$ cat src/rtl/flux_demux.sv
`default_nettype none
// ============================================================================
//  Module      : flux_demux
//  Description : Tag-directed demultiplexer. Pops {tag, data} tokens from a
//                first-word-fall-through FIFO and steers each into a small
//                per-flux circular buffer. Each buffer drains independently
//                into its own downstream FIFO. Saturating per-flux delivery
//                counters and a drop counter (out-of-range tags) are exposed.
//  Ports       : clk, rst        - clock, synchronous active-high reset
//                in_empty/in_dout/in_read    - upstream FIFO read side
//                out_full/out_din/out_write  - per-flux downstream write sides
//                tok_cnt, drop_cnt           - debug statistics
//  Revision    : 1.0 - initial release
// ============================================================================
module flux_demux #(
    parameter int DATA_WIDTH = 8,
    parameter int FLUX       = 2,
    parameter int DEPTH      = 2,
    parameter int CNT_WIDTH  = 16,
    localparam int TAG_WIDTH = $clog2(FLUX),
    localparam int IN_WIDTH  = DATA_WIDTH + TAG_WIDTH
) (
    input  logic                            clk,
    input  logic                            rst,
    input  logic                            in_empty,
    input  logic [IN_WIDTH-1:0]             in_dout,
    output logic                            in_read,
    input  logic [FLUX-1:0]                 out_full,
    output logic [FLUX*DATA_WIDTH-1:0]      out_din,
    output logic [FLUX-1:0]                 out_write,
    output logic [FLUX*CNT_WIDTH-1:0]       tok_cnt,
    output logic [CNT_WIDTH-1:0]            drop_cnt
);

    localparam int PTR_W = $clog2(DEPTH);
    localparam int OCC_W = PTR_W + 1;

    localparam logic [TAG_WIDTH:0]   c_FLUX    = (TAG_WIDTH+1)'(FLUX);
    localparam logic [OCC_W-1:0]     c_DEPTH   = OCC_W'(DEPTH);
    localparam logic [CNT_WIDTH-1:0] c_CNT_MAX = '1;

    logic [TAG_WIDTH-1:0]  w_tag;
    logic [DATA_WIDTH-1:0] w_data;
    logic                  w_tag_ok;
    logic [FLUX-1:0]       w_hit;
    logic [FLUX-1:0]       w_full;
    logic                  w_blocked;
    logic                  w_drop;
    logic [CNT_WIDTH-1:0]  r_drop;

    assign w_tag    = in_dout[IN_WIDTH-1 -: TAG_WIDTH];
    assign w_data   = in_dout[DATA_WIDTH-1:0];
    // Zero-extend so the compare is meaningful for power-of-two FLUX as well.
    assign w_tag_ok = ({1'b0, w_tag} < c_FLUX);

    // Head-of-line: the head only waits on its own flux's buffer; downstream
    // full flags never reach in_read.
    assign w_blocked = |(w_hit & w_full);
    assign in_read   = !rst && !in_empty && (!w_tag_ok || !w_blocked);
    assign w_drop    = in_read && !w_tag_ok;
    assign drop_cnt  = r_drop;

    always_ff @(posedge clk) begin
        if (rst) begin
            r_drop <= '0;
        end else if (w_drop && (r_drop != c_CNT_MAX)) begin
            r_drop <= r_drop + CNT_WIDTH'(1);
        end
    end

    for (genvar j = 0; j < FLUX; j++) begin : g_flux
        logic [DATA_WIDTH-1:0] r_mem [DEPTH];
        logic [PTR_W-1:0]      r_wptr;
        logic [PTR_W-1:0]      r_rptr;
        logic [OCC_W-1:0]      r_occ;
        logic [CNT_WIDTH-1:0]  r_tok;
        logic                  w_push;
        logic                  w_pop;
        logic                  w_nonempty;

        assign w_hit[j]    = (w_tag == TAG_WIDTH'(j));
        assign w_full[j]   = (r_occ == c_DEPTH);
        assign w_nonempty  = (r_occ != '0);
        assign w_push      = in_read && w_tag_ok && w_hit[j];
        assign w_pop       = !rst && w_nonempty && !out_full[j];

        assign out_write[j] = w_pop;
        assign out_din[j*DATA_WIDTH +: DATA_WIDTH] =
            (!rst && w_nonempty) ? r_mem[r_rptr] : '0;
        assign tok_cnt[j*CNT_WIDTH +: CNT_WIDTH] = r_tok;

        // Storage needs no reset; occupancy decides what is valid.
        always_ff @(posedge clk) begin
            if (w_push) begin
                r_mem[r_wptr] <= w_data;
            end
        end

        always_ff @(posedge clk) begin
            if (rst) begin
                r_wptr <= '0;
                r_rptr <= '0;
                r_occ  <= '0;
                r_tok  <= '0;
            end else begin
                if (w_push) begin
                    r_wptr <= r_wptr + PTR_W'(1);
                end
                if (w_pop) begin
                    r_rptr <= r_rptr + PTR_W'(1);
                    if (r_tok != c_CNT_MAX) begin
                        r_tok <= r_tok + CNT_WIDTH'(1);
                    end
                end
                case ({w_push, w_pop})
                    2'b10:   r_occ <= r_occ + OCC_W'(1);
                    2'b01:   r_occ <= r_occ - OCC_W'(1);
                    default: r_occ <= r_occ;
                endcase
            end
        end
    end

endmodule
`default_nettype wire

$ cat config.mk
export PLATFORM = sky130hd
export DESIGN_NAME = flux_demux
export DESIGN_NICKNAME = d
export VERILOG_FILES = /design/src/rtl/flux_demux.sv
export SDC_FILE = /design/constraint.sdc
export NUM_CORES = 1
export LEC_CHECK = 0
export ABC_AREA = 1
export CAP_MARGIN = 20
export CORE_MARGIN = 2
export CORE_UTILIZATION = 36
export CTS_BUF_LIST = sky130_fd_sc_hd__clkbuf_2 sky130_fd_sc_hd__clkbuf_4 sky130_fd_sc_hd__clkbuf_8
export DETAILED_ROUTE_END_ITERATION = 8
export MAX_ROUTING_LAYER = met4
export SLEW_MARGIN = 10
export SYNTH_ARGS = -nofsm -noshare
export SYNTH_HDL_FRONTEND = slang
export SYNTH_SLANG_ARGS = --single-unit
$ cat constraint.sdc
create_clock -name clk -period 1.73 [get_ports clk]
set_input_delay 0.346 -clock clk [delete_from_list [all_inputs] [get_ports clk]]
set_output_delay 0.346 -clock clk [all_outputs]
set_load 0.05 [all_outputs]
[Word level (Yosys, flattened, before mapping)]
Memory sizes are Yosys's and may differ from the RTL's. A register that Yosys moved wholly into a read port is not among the register bits.
Index checks and enable logic that the tools add are counted.
Storage, ports and cells
  flip-flop bits (word level): 40
  RAM bits: 32
  input bits: 14
  output and inout bits: 67
  logic and storage cells: 62
  memories kept: 2
Cells by class
  add/sub/neg operators: 10
  equality and inequality tests: 8
  multiplexer cells: 12
  bitwise logic cells: 2
  reductions and logical operators: 20
Memory list
  g_flux[0].r_mem: words 2, bits a word 8, read ports 1, clocked after memory_dff 1, wr ports 1, line 72  | logic [DATA_WIDTH-1:0] r_mem [DEPTH];
  g_flux[1].r_mem: words 2, bits a word 8, read ports 1, clocked after memory_dff 1, wr ports 1, line 72
Operators with widths (count)
  adder 16 x 1 -> 16 bit, second input constant: 2
  != test 16 bit, second input constant: 2
  two-way mux 8 bit: 2
  equality test 2 bit, second input constant: 4
  logical AND 1 bit: 8
  two-way mux 1 bit: 8
  one-hot mux 2 bit (2 select lines): 2
  nonzero test 2 bit: 4
  logical NOT 1 bit: 5
  adder 1 bit, second input constant: 4
  adder 2 x 1 -> 2 bit, second input constant: 2
  equality test 2 x 1 -> 1 bit, second input constant: 2
  AND reduction 2 bit: 2
  subtractor 2 x 1 -> 2 bit, second input constant: 2
  AND 2 bit: 1
  OR reduction 2 bit: 1
  NOT 1 bit: 1

[Depth between registers and ports, before layout]
Gate-level depths: netlist of the first run.
  word-level depth: 8
  mapped depth: 11
  mapped depth without buffers: 11

[Least setup slack after synthesis of the first run]
No wires, ideal clock.
  path kind: input port to output port
  start point: input rst
  end point: output in_read
  data arrival time: 1515 ps
  required time: 1384 ps
  setup slack: -131 ps
  cell stages on the path: 4
  path buffers: 1
  path through: buf_6 nor2_1 nand2_1 a31oi_1
On the way
  cells in the longest elaborated chain, start to end: 3
RTL lines
  start, declared: line 24  | input logic rst,
  logical NOT 1 bit: line 59  | assign in_read = !rst && !in_empty && (!w_tag_ok || !w_blocked);
  logical AND 1 bit (2 in a row): line 59
  end, declared: line 27  | output logic in_read,
Every way passes these cells.

==> results of run 1 <==
[flip-flops by register name (all words and copies together), names as in the netlist, named ones only]
register       count
g_flux.r_tok      32
g_flux.r_occ       4
g_flux.r_wptr      2
g_flux.r_mem      32
g_flux.r_rptr      2
[layout by cell type (no fill, tap or decap), types with 2 or more instances in the layout]
cell / count
a21oi_1: 27
buf_12: 21
buf_4: 48
bufinv_16: 3
clkbuf_8: 9
clkdlybuf4s50_1: 9
clkinv_2: 2
clkinv_4: 2
conb_1: 16
dfxtp_1: 32
dfxtp_2: 8
dfxtp_4: 2
dlygate4sd2_1: 2
edfxtp_1: 32
ha_1: 4
inv_1: 35
inv_2: 20
mux2_4: 16
nand2_1: 80
nand2_2: 23
nand2_4: 2
nand3_1: 29
nand3_2: 3
nand3b_1: 2
nor2_1: 71
nor2_2: 5
nor2_4: 6
nor2_8: 2
nor3_1: 5
o21ai_0: 13
o21ai_1: 3
[synthesized netlist by cell type (all sizes together)]
| library cell | n | share of area [%] |
|---|---|---|
| mux2 | 16 | 4.7 |
| nand3b | 2 | 0.40 |
| o21ai | 17 | 2.3 |
| dfxtp | 42 | 22 |
| nand4 | 2 | 0.72 |
| a31oi | 2 | 0.33 |
| edfxtp | 32 | 25 |
| o2111ai | 1 | 0.23 |
| buf | 23 | 4.7 |
| clkbuf | 3 | 0.30 |
| ha | 4 | 1.3 |
| inv | 57 | 5.7 |
| a21oi | 28 | 3.8 |
| nor2 | 84 | 10 |
| nand3 | 33 | 4.9 |
| nor3 | 6 | 1.1 |
| conb | 1 | 0.099 |
| nand2 | 105 | 11 |
| xor2 | 1 | 0.23 |
[area by class of cell]
class | instances | area [sq um]
multi-input cells | 317 | 1780
fillers | 1005 | 5130
clock inverters | 7 | 118
flip-flops and latches | 74 | 1820
repair buffers | 83 | 922
clock buffers | 9 | 124
well taps | 136 | 170
inverters | 57 | 221
[through the flow]
stage | setup slack [ps] | utilization, % | hold slack (ps) | area (sq um)
after floorplan | 31.7 | - | 445 | 3870
after global placement | -315 | 46.3 | 469 | 4760
after detailed placement | -441 | 46.3 | 481 | 4760
after CTS | -29.8 | 49.3 | 497 | 5060
after global routing | -33.9 | 50.1 | 517 | 5150
final | 23.9 | 50.1 | 499 | 5150
[logic make-up after synthesis]
kind of cell	after synthesis
xor+xnor	1
fa+ha+maj	4
compound gates	48
flops	74
mux	16
buf+inv	83
other cells	1
simple gates	232
[power groups by stage]
stage	combinational (uW)	clock (uW)	sequential, uW
after floorplan	311	0	1920
after global placement	461	0	1910
after detailed placement	467	0	1920
after CTS	480	1670	1880
after global routing	529	1750	1880
final	497	1630	1880
[routing by layer]
layer / track usage, % / wire length [um]
met5: - / 0
met3: 3.16 / 331
met1: 18.9 / 3810
met4: 6.77 / 116
met2: 25.6 / 4180
[worst min path at each step]
stage | end | start | slack [ps]
final | g_flux[1].r_wptr | g_flux[1].r_wptr | 500
after global routing | g_flux[0].r_tok[11] | rst | 520
after CTS | g_flux[1].r_wptr | g_flux[1].r_wptr | 500
after floorplan | g_flux[0].r_mem[0][0] | in_dout[0] | 440
after detailed placement | g_flux[1].r_wptr | g_flux[1].r_wptr | 480
after global placement | g_flux[1].r_wptr | g_flux[1].r_wptr | 470
[tightest hold or removal path, cell delays in order (launching register included)]
cell and delay (ps):
dfxtp_1 320, inv_1 80, a21oi_1 60
[repair_timing]
action / in CTS / in global routing
endpoints found under the setup margin: 21 / 20
setup buffers: 0 / 1
resized for setup: 31 / 42
pin swaps: 2 / 1
==> impl_metrics.env, run 1 <==
export IMPL_irDropWorstVdd_mv=0.365
export IMPL_cp_slowest_stage_delay_ps=450
export IMPL_final_cells=683
export IMPL_grt_max_degree=29
export IMPL_grt_overflow_total=0
export IMPL_placed_cells=666
export IMPL_synth_seq_area_share_pct=47.4
export IMPL_cts_tree="done"
export IMPL_arrival_ps=1360
export IMPL_rsz0062_at_grt="true"
export IMPL_synth_cell_types=35
export IMPL_root_buffer="clkbuf_8"
export IMPL_swShare_pct=25.1
export IMPL_endpoint_kind="output port"
export IMPL_required_ps=1380
export IMPL_cp_max_fo=8
export IMPL_finalClockSkew_ps=11.5
export IMPL_r2r_end="g_flux[0].r_occ[1]"
export IMPL_grt_pass1_wl_mm=13.6
export IMPL_clock_fmax_mhz=586
export IMPL_finalHoldViolCount=0
export IMPL_syn_area_sq_mm=0.00380
export IMPL_synth_top_family_by_area="simple AND/OR/NAND/NOR gates"
export IMPL_cts_num_sinks=74
export IMPL_p_total_uw=4000
export IMPL_drc=0
export IMPL_io_pins=81
export IMPL_ff2ff_path_depth=8
export IMPL_power_density_mw_per_mm2=777
export IMPL_syn2layout_area_growth_pct=35.6
export IMPL_dieArea_sq_mm=0.0114
export IMPL_ys_warn_count=0
export IMPL_crit_family="flip-flops"
export IMPL_numCtsBuffers=9
export IMPL_syn_inst=459
export IMPL_clockBufferDepth=2
export IMPL_vias=3111
export IMPL_holdBufCountCts=0
export IMPL_drt_pre_antenna_iters=4
export IMPL_grt_antenna_before_repair=0
export IMPL_wl_mm=8.44
export IMPL_min_period_ps=1710
export IMPL_post_dp_hpwl_mm=6.27
export IMPL_setup_tns_ps=0
export IMPL_synth_xor_area_share_pct=0.231
export IMPL_min_path_cells=2
export IMPL_r2r_slack_ps=160
export IMPL_synth_compound_area_share_pct=6.69
export IMPL_path_cells="mux2_4 -> nand2_2 -> inv_2 -> buf_12"
export IMPL_p_clk_share_pct=40.6
export IMPL_p_int_uw=3000
export IMPL_fp_row_count=37
export IMPL_place_congestion=0.838
export IMPL_status="complete, no violations"
export IMPL_fin_nets=560
export IMPL_drt_initial_drc_count=97
export IMPL_post_route_period_util_pct=98.6
export IMPL_r2r_start="g_flux[1].r_occ[1]"
export IMPL_coreArea_sq_mm=0.0103
export IMPL_cp_start_kind="flip-flop"
export IMPL_pwr_share_comb_pct=12.4
export IMPL_maxCapViolations=0
export IMPL_antenna_cells=0
export IMPL_syn_mean_instance_area_sq_um=8.28
export IMPL_fp_dieH_um=107
export IMPL_die_w_um=107
export IMPL_htreeDepth=3
export IMPL_gr_usage_all_layers_pct=15.7
export IMPL_cp_depth=4
export IMPL_slew_viol_final=0
export IMPL_viasPerCell=4.55
export IMPL_synthAdderAreaFrac_pct=1.32
export IMPL_wire_per_inst_um=12.4
export IMPL_synth_simple_area_share_pct=28.8
export IMPL_ant_nets=0
export IMPL_p_leak_uw=0.00223
export IMPL_p_seq_share_pct=46.9
export IMPL_min_path_type="flip-flop to flip-flop"
export IMPL_ys_seq_elements=74
export IMPL_critical_path_class="flip-flop to output port"
export IMPL_finalSetupViolations=0
export IMPL_clk_pin_slew_worst_paths_ps=90
export IMPL_clk_insertion_delay_late_ps=350
export IMPL_crit_end="out_din[15]"
export IMPL_synthMuxAreaShare_pct=4.74
export IMPL_grt_pass1_vias=2868
export IMPL_start_util_pct=37.0
export IMPL_cp_slowest_cell="dfxtp_4"
export IMPL_critical_path_buf_inv_count=2
export IMPL_p_sw_uw=1010
export IMPL_portBuffers=64
export IMPL_drive_above_1_share_pct=33.1
(Power assumes the default switching activity.)
==> run 2, diff against run 1 <==
Settings changed: ABC_AREA 1 to not set, MAX_ROUTING_LAYER met4 to not set.
==> run 2 against run 1 <==
First-iteration DRC count shrank 32%. Critical path depth is 2 higher. Clock-buffer cell count increased by 1. Synthesized cell count fell by 26%. The run now ends with setup timing left. Synthesized area is 7.7% lower. Global-route usage is 0.33 points higher. Fmax down 3.5%. Non-clock buffer count rose by 50. Wire length down 0.92%.
==> impl_metrics.env, run 2 <==
export IMPL_viasPerCell=5.01
export IMPL_endpoint_kind="output port"
export IMPL_finalClockSkew_ps=8.40
export IMPL_coreArea_sq_mm=0.00959
export IMPL_syn_mean_instance_area_sq_um=10.3
export IMPL_cts_num_sinks=74
export IMPL_syn2layout_area_growth_pct=54.4
export IMPL_async_flop_share_pct=0
export IMPL_grt_pass1_vias=2705
export IMPL_start_util_pct=36.5
export IMPL_portBuffers=64
export IMPL_drt_initial_drc_count=66
export IMPL_vias=3035
export IMPL_layout_commonest_cell="buf_4"
export IMPL_setup_tns_ps=-51.3
export IMPL_final_cell_mix="buf_4 (91), edfxtp_1 (32), dfxtp_2 (29)"
export IMPL_place_congestion=0.749
export IMPL_setup_ws_ps=-37.6
export IMPL_clock_fmax_mhz=566
export IMPL_fin_nets=486
export IMPL_status="finished with violations"
export IMPL_ys_seq_elements=74
export IMPL_syn_area_sq_mm=0.00351
export IMPL_ant_nets=0
export IMPL_synth_edf_count=32
export IMPL_syn_inst=339
export IMPL_clk_pin_slew_worst_paths_ps=80
export IMPL_hold_end="g_flux[0].r_tok[15]"
export IMPL_finalSetupViolations=2
export IMPL_power_density_mw_per_mm2=700
export IMPL_synth_seq_area_share_pct=51.4
export IMPL_numCtsBuffers=9
export IMPL_p_leak_uw=0.00198
export IMPL_violations="setup timing"
export IMPL_r2r_slack_ps=20
export IMPL_path_cells="buf_6 -> o21bai_4 -> or2_4 -> inv_4 -> buf_6 -> buf_12"
export IMPL_critical_path_buf_inv_count=4
export IMPL_fp_row_count=36
export IMPL_rsz0062_at_grt="true"
export IMPL_antenna_cells=0
export IMPL_r2r_end="g_flux[1].r_tok[14]"
export IMPL_wire_per_inst_um=13.8
export IMPL_wl_mm=8.36
export IMPL_required_ps=1380
export IMPL_htreeDepth=3
export IMPL_ys_warn_count=0
export IMPL_irDropWorstVdd_mv=0.285
export IMPL_cp_slowest_stage_delay_ps=330
export IMPL_synth_top_area_cell="edfxtp_1"
export IMPL_drt_pre_antenna_iters=4
export IMPL_utilization_pct=56.4
export IMPL_hold_start="g_flux[0].r_tok[15]"
export IMPL_placed_area_sq_mm=0.00485
export IMPL_slew_viol_final=0
export IMPL_synthDominantCellAreaShare_pct=27.4
export IMPL_drive_above_1_share_pct=48.4
export IMPL_cts_tree="done"
export IMPL_grt_antenna_before_repair=0
export IMPL_io_pins=81
export IMPL_critical_path_class="flip-flop to output port"
export IMPL_cp_start_kind="flip-flop"
export IMPL_top_regs="g_flux.r_mem: 32 flops, g_flux.r_tok: 32 flops, g_flux.r_occ: 4 flops"
export IMPL_min_path_type="flip-flop to flip-flop"
export IMPL_nFillCells=819
export IMPL_die_w_um=103
export IMPL_dieArea_sq_mm=0.0105
export IMPL_synthTopCellsByArea="edfxtp_1 (27%), dfxtp_1 (24%), mux2i_1 (5.1%), buf_4 (3.9%), nor2_1 (3.5%)"
export IMPL_post_dp_hpwl_mm=6.00
export IMPL_cp_max_fo=6
export IMPL_synth_main_ff_cell="dfxtp_1"
export IMPL_cp_slowest_cell="dfxtp_2"
export IMPL_finalHoldViolCount=0
export IMPL_grt_pass1_wl_mm=13.0
export IMPL_holdBufCountCts=0
export IMPL_root_buffer="clkbuf_8"
export IMPL_drc=0
export IMPL_cpMostUsedCell="buf_6"
export IMPL_grt_max_degree=22
export IMPL_grt_overflow_total=0
export IMPL_gr_usage_all_layers_pct=16.0
export IMPL_stdcell_area_sq_mm=0.00541
export IMPL_post_route_period_util_pct=102
export IMPL_whs_ps=461
export IMPL_clockBufferDepth=2
export IMPL_maxCapViolations=0
export IMPL_synthTopCellsByCount="dfxtp_1 (42), nor2_1 (33), edfxtp_1 (32)"
export IMPL_fp_dieH_um=103
export IMPL_min_period_ps=1770
export IMPL_synth_most_common_cell="dfxtp_1"
export IMPL_min_path_cells=1
export IMPL_crit_family="buffers and inverters"
export IMPL_synth_cell_types=43
export IMPL_r2r_start="g_flux[1].r_tok[13]"
export IMPL_arrival_ps=1420
export IMPL_clk_insertion_delay_late_ps=350
export IMPL_ff2ff_path_depth=4
run 2: how the worst max path moves through the flow:
stage                                   from                  end  cells after the start
after floorplan                    flip-flop          out_din[14]                      3
after global routing      g_flux[1].r_occ[0]         out_write[1]                      6
after CTS                 g_flux[1].r_occ[0]         out_write[1]                      6
after detailed placement                 rst  g_flux[1].r_tok[15]                      6
final                     g_flux[1].r_occ[0]         out_write[1]                      6
after global placement                   rst  g_flux[1].r_tok[15]                      6
run 2: cell families (layout without fill, tap and decap cells):
kind of cell	Yosys count	after routing	share of synthesized area [%]
other	1	16	0.107
muxes	23	23	6.74
and+or+nand+nor	125	125	19.7
AOI/OAI and AO/OA	65	65	12.7
DFF	74	74	51.4
xor gates and xnor gates	6	6	1.50
buffers and inverters	41	160	6.42
adders and majority gates	4	4	1.43
run 2: final cells by class:
class,instances,area (sq um),share of cell area (%)
Inverter,11,43.8,0.809
Tap cell,133,166,3.07
Clock buffer,10,131,2.43
Clock inverter,6,67.6,1.25
Multi-Input combinational cell,239,1810,33.4
Timing Repair Buffer,133,1330,24.6
Sequential cell,74,1860,34.4
run 2: what timing repair did:
action | in CTS | in global routing
endpoints found under the hold margin | 0 | 0
setup buffers | 6 | 8
pin swaps | 6 | 17
gates resized for setup | 42 | 26
setup endpoints to repair | 53 | 34
cloned | 0 | 0
run 2: worst reg2reg max path: stages (launching register included):
cell	delay, ps
dfxtp_2	350
nand4_1	240
or4b_4	510
or4_4	420
a21oi_2	130
run 2: stage by stage:
| step | total power, uW | instances | worst slack, ps |
|---|---|---|---|
| 2_1_floorplan | 2230 | 354 | -55.9 |
| 3_3_place_gp | 2410 | 576 | -619 |
| 3_5_place_dp | 2420 | 576 | -671 |
| 4_1_cts | 3790 | 598 | -54.2 |
| 5_1_grt | 3940 | 606 | -92.6 |
| 6_report | 3790 | 606 | -37.6 |
run 2: routing by layer:
| layer | routed length, um | vias to the layer above | part of all wire, % | GRT usage (%) |
|---|---|---|---|---|
| li1 | - | 1502 | - | - |
| met3 | 327 | 12 | 3.9 | 2.92 |
| met4 | 121 | 0 | 1.4 | 6.05 |
| met2 | 4210 | 68 | 50 | 26.4 |
| met1 | 3700 | 1453 | 44 | 20.9 |
| met5 | 0 | - | 0 | 0 |
run 2: power breakdown:
group	total (uW)	internal [uW]	switching [uW]
Combinational	585	251	334
Sequential	1870	1850	22.1
Clock	1330	684	650
==> run 3, diff against run 2 <==
Settings changed: CORE_UTILIZATION 36 to 47, PLACE_DENSITY set to 0.79, REMOVE_ABC_BUFFERS set to 1.
==> run 3 against run 2 <==
Critical path type is now flip-flop to flip-flop. Critical path depth is the same. Global-route usage grew 5.8 points. Die area shrank 23%. Register-to-register slack lost 110 ps. Wire length grew 12%. Hold slack lost 2.9 ps. Largest power group unchanged. Via count grew 4.4%. Highest routed layer unchanged. Critical endpoint is now g_flux[1].r_tok[14]. The flow still finishes with violations (setup timing). Flip-flop and latch count is the same. Clock-buffer cell count is the same. Largest cell class is now multi-input gates. Non-clock buffer count grew 3. First-iteration DRC count grew to 2.6 times the previous value. Sequential share of layout area shrank 0.46 points.
==> impl_metrics.env, run 3 (synthesis results as in run 2) <==
export IMPL_grt_overflow_total=0
export IMPL_antenna_cells=0
export IMPL_p_leak_uw=0.00195
export IMPL_endpoint_kind="flip-flop"
export IMPL_drc=0
export IMPL_utilization_pct=74.1
export IMPL_finalClockSkew_ps=6.48
export IMPL_setup_ws_ps=-94.4
export IMPL_cp_start_kind="flip-flop"
export IMPL_clockBufferDepth=2
export IMPL_dieArea_sq_mm=0.00817
export IMPL_placed_area_sq_mm=0.00475
export IMPL_drive_above_1_share_pct=45.8
export IMPL_p_total_uw=3640
export IMPL_final_cell_mix="buf_4 (93), edfxtp_1 (32), dfxtp_1 (29)"
export IMPL_min_period_ps=1820
export IMPL_cts_num_sinks=74
export IMPL_drt_pre_antenna_iters=4
export IMPL_die_w_um=90.4
export IMPL_holdBufCountCts=0
export IMPL_stdcell_area_sq_mm=0.00537
export IMPL_power_density_mw_per_mm2=678
export IMPL_nFillCells=469
export IMPL_numCtsBuffers=9
export IMPL_grt_pass1_wl_mm=14.1
export IMPL_grt_max_degree=18
export IMPL_grt_pass1_vias=2957
export IMPL_clk_pin_slew_worst_paths_ps=80
export IMPL_fp_row_count=31
export IMPL_final_cells=575
export IMPL_root_buffer="clkbuf_8"
export IMPL_cp_max_fo=5
export IMPL_detailedPlace_worstSlack_ps=-649
export IMPL_wl_mm=9.34
export IMPL_finalHoldViolCount=0
export IMPL_viasPerCell=5.51
export IMPL_place_congestion=0.854
export IMPL_start_util_pct=48.3
export IMPL_fp_dieH_um=90.4
export IMPL_fin_nets=489
export IMPL_clk_insertion_delay_late_ps=350
export IMPL_irDropWorstVdd_mv=0.395
export IMPL_arrival_ps=2060
export IMPL_post_dp_hpwl_mm=6.08
export IMPL_critical_path_class="flip-flop to flip-flop"
export IMPL_portBuffers=64
export IMPL_coreArea_sq_mm=0.00725
export IMPL_vias=3169
export IMPL_finalSetupViolations=8
export IMPL_htreeDepth=3
export IMPL_required_ps=1970
export IMPL_maxCapViolations=0
export IMPL_post_route_period_util_pct=105
export IMPL_drt_initial_drc_count=170
export IMPL_violations="setup timing"
export IMPL_slew_viol_final=0
export IMPL_layout_commonest_cell="buf_4"
export IMPL_top_regs="g_flux.r_mem: 32 flops, g_flux.r_tok: 32 flops, g_flux.r_occ: 4 flops"
export IMPL_placed_cells=550
export IMPL_ant_nets=0
export IMPL_cts_tree="done"
export IMPL_io_pins=81
export IMPL_wire_per_inst_um=16.2
export IMPL_grt_antenna_before_repair=0
export IMPL_gr_usage_all_layers_pct=21.8
export IMPL_rsz0062_at_grt="true"
export IMPL_status="finished with violations"
export IMPL_syn2layout_area_growth_pct=53.2
export IMPL_min_path_type="input port to flip-flop"
export IMPL_clock_fmax_mhz=548
[run 3: final cells by class]
type / instances / area [sq um] / area share, %
clock buffers: 10 / 131 / 2.45
clock inverters: 6 / 43.8 / 0.815
inverters: 11 / 43.8 / 0.815
multi-input cells: 239 / 1840 / 34.3
flip-flops and latches: 74 / 1830 / 34.0
well taps: 99 / 124 / 2.31
repair buffers: 136 / 1360 / 25.3
[run 3: critical path, cell delays in order, from the launching register on]
cell	delay [ps]
dfxtp_4	370
o21bai_4	100
buf_4	150
or4b_4	520
buf_4	160
o31ai_1	320
a21oi_2	100
[run 3: repair_timing]
action,CTS,global route
cloned,0,0
gates resized for setup,48,65
buffers inserted,5,5
pin swaps,6,16
setup endpoints to repair,81,33
[run 3: path summary, 6_finish.rpt]
| kind | from | endpoint | slack, ps | cells after the start |
|---|---|---|---|---|
| worst max register to register | g_flux[1].r_occ[1] | g_flux[1].r_tok[14] | -90 | 6 |
| worst min register to register | g_flux[0].r_tok[6] | g_flux[0].r_tok[6] | 510 | 1 |
| worst max-delay path | g_flux[1].r_occ[1] | g_flux[1].r_tok[14] | -90 | 6 |
| worst min-delay path | rst | g_flux[0].r_tok[14] | 460 | 3 |
[run 3: metal layers]
layer,global-route usage [%],vias to the layer above,part of all wire [%]
met5,0,-,0
met4,9.87,0,1.9
met3,4.26,14,4.3
met2,35.3,108,51
met1,28.5,1547,43
li1,-,1500,-
[run 3: metrics by stage]
stage | setup TNS (ps) | hold slack (ps)
3_3_place_gp | -35510 | 484
4_1_cts | -42.1 | 441
5_1_grt | -965 | 474
2_1_floorplan | -11020 | 415
6_report | -230 | 458
3_5_place_dp | -36390 | 504
[run 3: power by group]
group	total, uW	switching [uW]	leakage [uW]	internal (uW)
logic	583	338	0.00123	245
registers	1880	28.6	0.000637	1850
clock network	1180	643	0.0000779	535
